## config.mk

```make
export PLATFORM = sky130hd
export DESIGN_NAME = avg_pool2d_scheduler
export DESIGN_NICKNAME = d
export VERILOG_FILES = /design/src/rtl/avg_pool2d_scheduler.sv
export SDC_FILE = /design/constraint.sdc
export NUM_CORES = 1
export LEC_CHECK = 0
export ABC_AREA = 1
export BUFFER_PORTS_ARGS = -buffer_cell sky130_fd_sc_hd__buf_2
export CORE_ASPECT_RATIO = 1.25
export CORE_MARGIN = 4
export CORE_UTILIZATION = 40
export DETAILED_ROUTE_END_ITERATION = 8
export HOLD_SLACK_MARGIN = 0.08
export PLACE_DENSITY = 0.61
export SYNTH_ARGS = -nofsm -noshare
export SYNTH_HDL_FRONTEND = slang
export SYNTH_SLANG_ARGS = --single-unit
```

## constraint.sdc

```tcl
create_clock -name clk -period 8.7 [get_ports clk]
set_input_delay 2.175 -clock clk [delete_from_list [all_inputs] [get_ports clk]]
set_output_delay 2.175 -clock clk [all_outputs]
set_load 0.02 [all_outputs]
```

## src/rtl/avg_pool2d_scheduler.sv

```systemverilog
// Address and window-tap scheduler for a 2-D average-pooling pass.
// Walks every KxK window of a WxH feature map in raster order, one tap per
// valid/ready transfer, and flags the first and last tap of each window.
module avg_pool2d_scheduler (
  input  logic        clk,
  input  logic        rst,
  input  logic        start,
  input  logic        abort,
  input  logic [7:0]  cfg_width,
  input  logic [7:0]  cfg_height,
  input  logic [3:0]  cfg_kernel,
  input  logic [3:0]  cfg_stride,
  output logic        addr_valid,
  input  logic        addr_ready,
  output logic [15:0] addr,
  output logic        tap_first,
  output logic        tap_last,
  output logic [7:0]  win_x,
  output logic [7:0]  win_y,
  output logic [7:0]  win_div,
  output logic        busy,
  output logic        done,
  output logic        cfg_err
);

  typedef enum logic {IDLE, RUN} state_t;

  state_t      state_q;
  logic [7:0]  w_q, h_q;
  logic [3:0]  k_q, s_q;
  logic [7:0]  win_div_q;
  logic [3:0]  kx_q, ky_q;
  logic [7:0]  col_base_q, row_base_q;
  logic [7:0]  win_x_q, win_y_q;
  logic [15:0] addr_q;
  logic        addr_valid_q, tap_first_q, tap_last_q;
  logic        done_q, cfg_err_q;

  logic [3:0]  kx_d, ky_d;
  logic [7:0]  col_base_d, row_base_d, win_x_d, win_y_d;
  logic [15:0] addr_d;
  logic        tap_first_d, tap_last_d;
  logic        pass_end, xfer, finish_run, cfg_ok;
  logic [9:0]  col_reach, row_reach;
  logic [7:0]  row_idx, col_idx;
  logic [7:0]  kernel_sq;

  // Next tap position, its address and window flags, plus start-time checks.
  always_comb begin
    kx_d        = kx_q;
    ky_d        = ky_q;
    col_base_d  = col_base_q;
    row_base_d  = row_base_q;
    win_x_d     = win_x_q;
    win_y_d     = win_y_q;
    pass_end    = 1'b0;
    col_reach   = {2'b00, col_base_q} + {6'b0, s_q} + {6'b0, k_q};
    row_reach   = {2'b00, row_base_q} + {6'b0, s_q} + {6'b0, k_q};

    // Next-window tests replace a divide: a further window fits only if
    // base+S+K stays within the map edge.
    if (kx_q != k_q - 4'd1) begin
      kx_d = kx_q + 4'd1;
    end else begin
      kx_d = '0;
      if (ky_q != k_q - 4'd1) begin
        ky_d = ky_q + 4'd1;
      end else begin
        ky_d = '0;
        if (col_reach <= {2'b00, w_q}) begin
          col_base_d = col_base_q + {4'b0, s_q};
          win_x_d    = win_x_q + 8'd1;
        end else begin
          col_base_d = '0;
          win_x_d    = '0;
          if (row_reach <= {2'b00, h_q}) begin
            row_base_d = row_base_q + {4'b0, s_q};
            win_y_d    = win_y_q + 8'd1;
          end else begin
            pass_end = 1'b1;
          end
        end
      end
    end

    row_idx     = row_base_d + {4'b0, ky_d};
    col_idx     = col_base_d + {4'b0, kx_d};
    addr_d      = ({8'b0, row_idx} * {8'b0, w_q}) + {8'b0, col_idx};
    tap_first_d = (kx_d == 4'd0) && (ky_d == 4'd0);
    tap_last_d  = (kx_d == k_q - 4'd1) && (ky_d == k_q - 4'd1);

    xfer       = addr_valid_q && addr_ready;
    finish_run = (state_q == RUN) && (abort || (xfer && pass_end));

    cfg_ok    = (cfg_kernel != 4'd0) && (cfg_stride != 4'd0) &&
                ({4'b0, cfg_kernel} <= cfg_width) &&
                ({4'b0, cfg_kernel} <= cfg_height);
    kernel_sq = {4'b0, cfg_kernel} * {4'b0, cfg_kernel};
  end

  // FSM with registered tap outputs; abort outranks a same-cycle transfer.
  always_ff @(posedge clk) begin
    if (rst) begin
      state_q      <= IDLE;
      w_q          <= '0;
      h_q          <= '0;
      k_q          <= '0;
      s_q          <= '0;
      win_div_q    <= '0;
      kx_q         <= '0;
      ky_q         <= '0;
      col_base_q   <= '0;
      row_base_q   <= '0;
      win_x_q      <= '0;
      win_y_q      <= '0;
      addr_q       <= '0;
      addr_valid_q <= 1'b0;
      tap_first_q  <= 1'b0;
      tap_last_q   <= 1'b0;
      done_q       <= 1'b0;
      cfg_err_q    <= 1'b0;
    end else begin
      done_q    <= 1'b0;
      cfg_err_q <= 1'b0;
      case (state_q)
        IDLE: begin
          if (start) begin
            if (cfg_ok) begin
              state_q      <= RUN;
              w_q          <= cfg_width;
              h_q          <= cfg_height;
              k_q          <= cfg_kernel;
              s_q          <= cfg_stride;
              win_div_q    <= kernel_sq;
              kx_q         <= '0;
              ky_q         <= '0;
              col_base_q   <= '0;
              row_base_q   <= '0;
              win_x_q      <= '0;
              win_y_q      <= '0;
              addr_q       <= '0;
              addr_valid_q <= 1'b1;
              tap_first_q  <= 1'b1;
              tap_last_q   <= (cfg_kernel == 4'd1);
            end else begin
              cfg_err_q <= 1'b1;
            end
          end
        end
        RUN: begin
          if (finish_run) begin
            state_q      <= IDLE;
            done_q       <= !abort;
            kx_q         <= '0;
            ky_q         <= '0;
            col_base_q   <= '0;
            row_base_q   <= '0;
            win_x_q      <= '0;
            win_y_q      <= '0;
            addr_q       <= '0;
            addr_valid_q <= 1'b0;
            tap_first_q  <= 1'b0;
            tap_last_q   <= 1'b0;
          end else if (xfer) begin
            kx_q        <= kx_d;
            ky_q        <= ky_d;
            col_base_q  <= col_base_d;
            row_base_q  <= row_base_d;
            win_x_q     <= win_x_d;
            win_y_q     <= win_y_d;
            addr_q      <= addr_d;
            tap_first_q <= tap_first_d;
            tap_last_q  <= tap_last_d;
          end
        end
        default: state_q <= IDLE;
      endcase
    end
  end

  assign addr_valid = addr_valid_q;
  assign addr       = addr_q;
  assign tap_first  = tap_first_q;
  assign tap_last   = tap_last_q;
  assign win_x      = win_x_q;
  assign win_y      = win_y_q;
  assign win_div    = win_div_q;
  assign busy       = (state_q == RUN);
  assign done       = done_q;
  assign cfg_err    = cfg_err_q;

endmodule

```

==> impl_metrics.env <==
export IMPL_status="finished clean"
export IMPL_slew_headroom_pct=44.85
export IMPL_layout_common_cells="257 x nand2_1, 192 x inv_1, 108 x a21oi_1, 106 x nor2_1, 90 x ha_1"
export IMPL_synthCells=1225
export IMPL_setup_viol=0
export IMPL_top_level_ports=75
export IMPL_skew_ns=0.01272
export IMPL_fmax_mhz=122.8
export IMPL_first_pass_iters=5
export IMPL_power_total_mw=1.098
export IMPL_critical_path_arrival_ns=8.35
export IMPL_clk_pin_slew_worst_paths_ns=0.08
export IMPL_fp_dieH_microns=173.9
export IMPL_syn_nets=1405
export IMPL_gp_congestion=0.8604
export IMPL_path_class="reg -> reg"
export IMPL_synth_seq_cells=92
export IMPL_ir_drop_v=0.00009606
export IMPL_synth_edf_count=0
export IMPL_groute_usage_overall_pct=18.84
export IMPL_post_route_min_period_ns=8.142
export IMPL_diodes=0
export IMPL_clock_path_buffers=2
export IMPL_grt_pass1_wl_microns=37550
export IMPL_drc=0
export IMPL_grt_setup_unrepaired="false"
export IMPL_die_w_microns=140.8
export IMPL_seqCellArea_sq_um=1846
export IMPL_stdcell_area_sq_um=9864
export IMPL_die_area_sq_um=24480
export IMPL_synth_area_sq_um=8812
export IMPL_final_antenna_net_count=0
export IMPL_hp_class="reg -> reg"
export IMPL_async_reset_ff_share_pct=0
export IMPL_grt_max_degree=67
export IMPL_worst_pin_slew_ns=0.8264
export IMPL_cpLargestDelayFamily="adder cells"
export IMPL_cp_end_kind="register"
export IMPL_vias=7842
export IMPL_cts_sinks=92
export IMPL_drtIter0Drc=264
export IMPL_core_area_sq_um=21620
export IMPL_overflow=0
export IMPL_synth_ff_type="dfxtp_1"
export IMPL_numCtsBuffers=9
export IMPL_fp_row_count=60
export IMPL_seq_area_frac_synth_pct=20.90
export IMPL_cpPeakStageDelay_ns=0.54
export IMPL_hpwl_microns=17840
export IMPL_syn2layout_area_growth_pct=11.94
export IMPL_avgSynthCellArea_sq_um=7.194
export IMPL_cts_tree="yes"
export IMPL_start_kind="register"
export IMPL_cts_htree_levels=3
export IMPL_cap_violations=0
export IMPL_drive_above_1_share_pct=14.24
export IMPL_finalNetCount=1474
export IMPL_ys_warn_count=0
export IMPL_hold_buffers=0
export IMPL_post_route_period_util_pct=93.59
export IMPL_synth_cell_types=50
export IMPL_setup_ws_ns=0.5580
export IMPL_grt_pass1_vias=7795
export IMPL_nFillCells=2235
export IMPL_clk_latency_ns=0.36
export IMPL_viasPerCell=4.970
export IMPL_cts_root_buffer="clkbuf_16"
export IMPL_path_common_cell="inv_1"
export IMPL_hold_viol_final=0
export IMPL_cellLeakagePower_nw=4.875
export IMPL_critical_path_buf_inv_count=11
export IMPL_multi_input_area_sq_um=6096
export IMPL_cp_required_ns=8.91
export IMPL_antenna_found_initial=0
export IMPL_mostFrequentLayoutCell="nand2_1"
export IMPL_start_util_pct=40.76
export IMPL_wl_microns=22490
export IMPL_post_dp_cell_area_sq_um=9478
export IMPL_maxSlewViolCount=0
export IMPL_final_util_pct=45.63
export IMPL_io_buffers=73
export IMPL_dp_worst_setup_slack_ns=-0.1309
export IMPL_cp_max_fo=5
export IMPL_crit_slowest_cell="fa_1"
export IMPL_p_per_area_nw_per_um2=111.3
export IMPL_fin_tns_setup_ns=0
export IMPL_wl_per_cell_microns=14.25
[metrics by stage]
step	cells	hold WS, ns
4_1_cts	1574	0.4635
6_report	1578	0.4610
3_5_place_dp	1558	0.4517
2_1_floorplan	1225	0.4350
5_1_grt	1578	0.4816
3_3_place_gp	1558	0.4481
[cell usage after synthesis, types with 9 or more instances]
master      n  share of area [%]
a21oi_1   111                6.3
a22oi_1    10               0.85
clkbuf_1   23               0.98
dfxtp_1    92                 21
fa_1       59                 13
ha_1       92                 13
inv_1     194                8.3
inv_2       9               0.38
nand2_1   258                 11
nand2_2    14               0.99
nand3_1    70                4.0
nor2_1    108                4.6
nor2_2      9               0.64
o21ai_0    45                2.6
xnor2_1    15                1.5
xor2_1     35                3.5
[worst reg2reg max path, delay by kind of cell, from the launching register on]
family                   cells  cell delay, ns
adder cells (fa/ha/maj)     11            3.92
XOR/XNOR                     2            0.42
flip-flops                   1            0.36
buffers and inverters       11            0.92
AND/OR/NAND/NOR             13            1.44
AO/OA/AOI/OAI                7            0.93
[sequential cells by signal (all words and copies together), names as in the netlist, 6 cells and up]
| name | count |
|---|---|
| h_q | 8 |
| addr | 16 |
| w_q | 8 |
| col_base_q | 8 |
| win_div | 6 |
| win_y | 8 |
| win_x | 8 |
| row_base_q | 8 |
[final cells by class]
type / instances / area share (%)
inverters: 204 / 7.763
multi-input cells: 893 / 61.80
clock buffers: 10 / 2.423
well taps: 279 / 3.539
repair buffers: 94 / 5.302
flip-flops and latches: 92 / 18.71
clock inverters: 6 / 0.4693
[final timing paths]
check                start        to  slack, ns  depth (start not counted)
hold / removal    addr[14]  addr[14]       0.46                          2
setup reg to reg    k_q[1]  addr[13]       0.56                         44
setup / recovery    k_q[1]  addr[13]       0.56                         44
hold reg to reg   addr[14]  addr[14]       0.46                          2
[where the power goes]
| group | leakage (nW) | internal [mW] | switching [mW] |
|---|---|---|---|
| registers | 0.750 | 0.438 | 0.0199 |
| logic | 3.99 | 0.0839 | 0.165 |
| clock network | 0.135 | 0.204 | 0.187 |
[kinds of logic after synthesis]
| group | Yosys count | synth area share, % |
|---|---|---|
| other | 1 | 0.04255 |
| and+or+nand+nor | 505 | 25.27 |
| AOI/OAI and AO/OA | 185 | 11.47 |
| DFF | 92 | 20.90 |
| xor gates and xnor gates | 51 | 5.154 |
| buffers and inverters | 240 | 10.69 |
| adders and majority gates | 151 | 26.47 |
[what timing repair did]
item / 4_1_cts / 5_1_grt
cloned: 0 / 0
endpoints found under the setup margin: 1 / 8
pin swaps: 0 / 8
resized for setup: 3 / 28
setup buffers: 0 / 4
[layer usage]
layer	vias up	wire, microns	track usage [%]
met2	140	11660	35.08
met5	-	0	0
met1	3651	9625	22.29
met3	37	646	2.119
li1	4014	-	-
met4	0	557	6.139
Power figures use the tool's default switching activity.
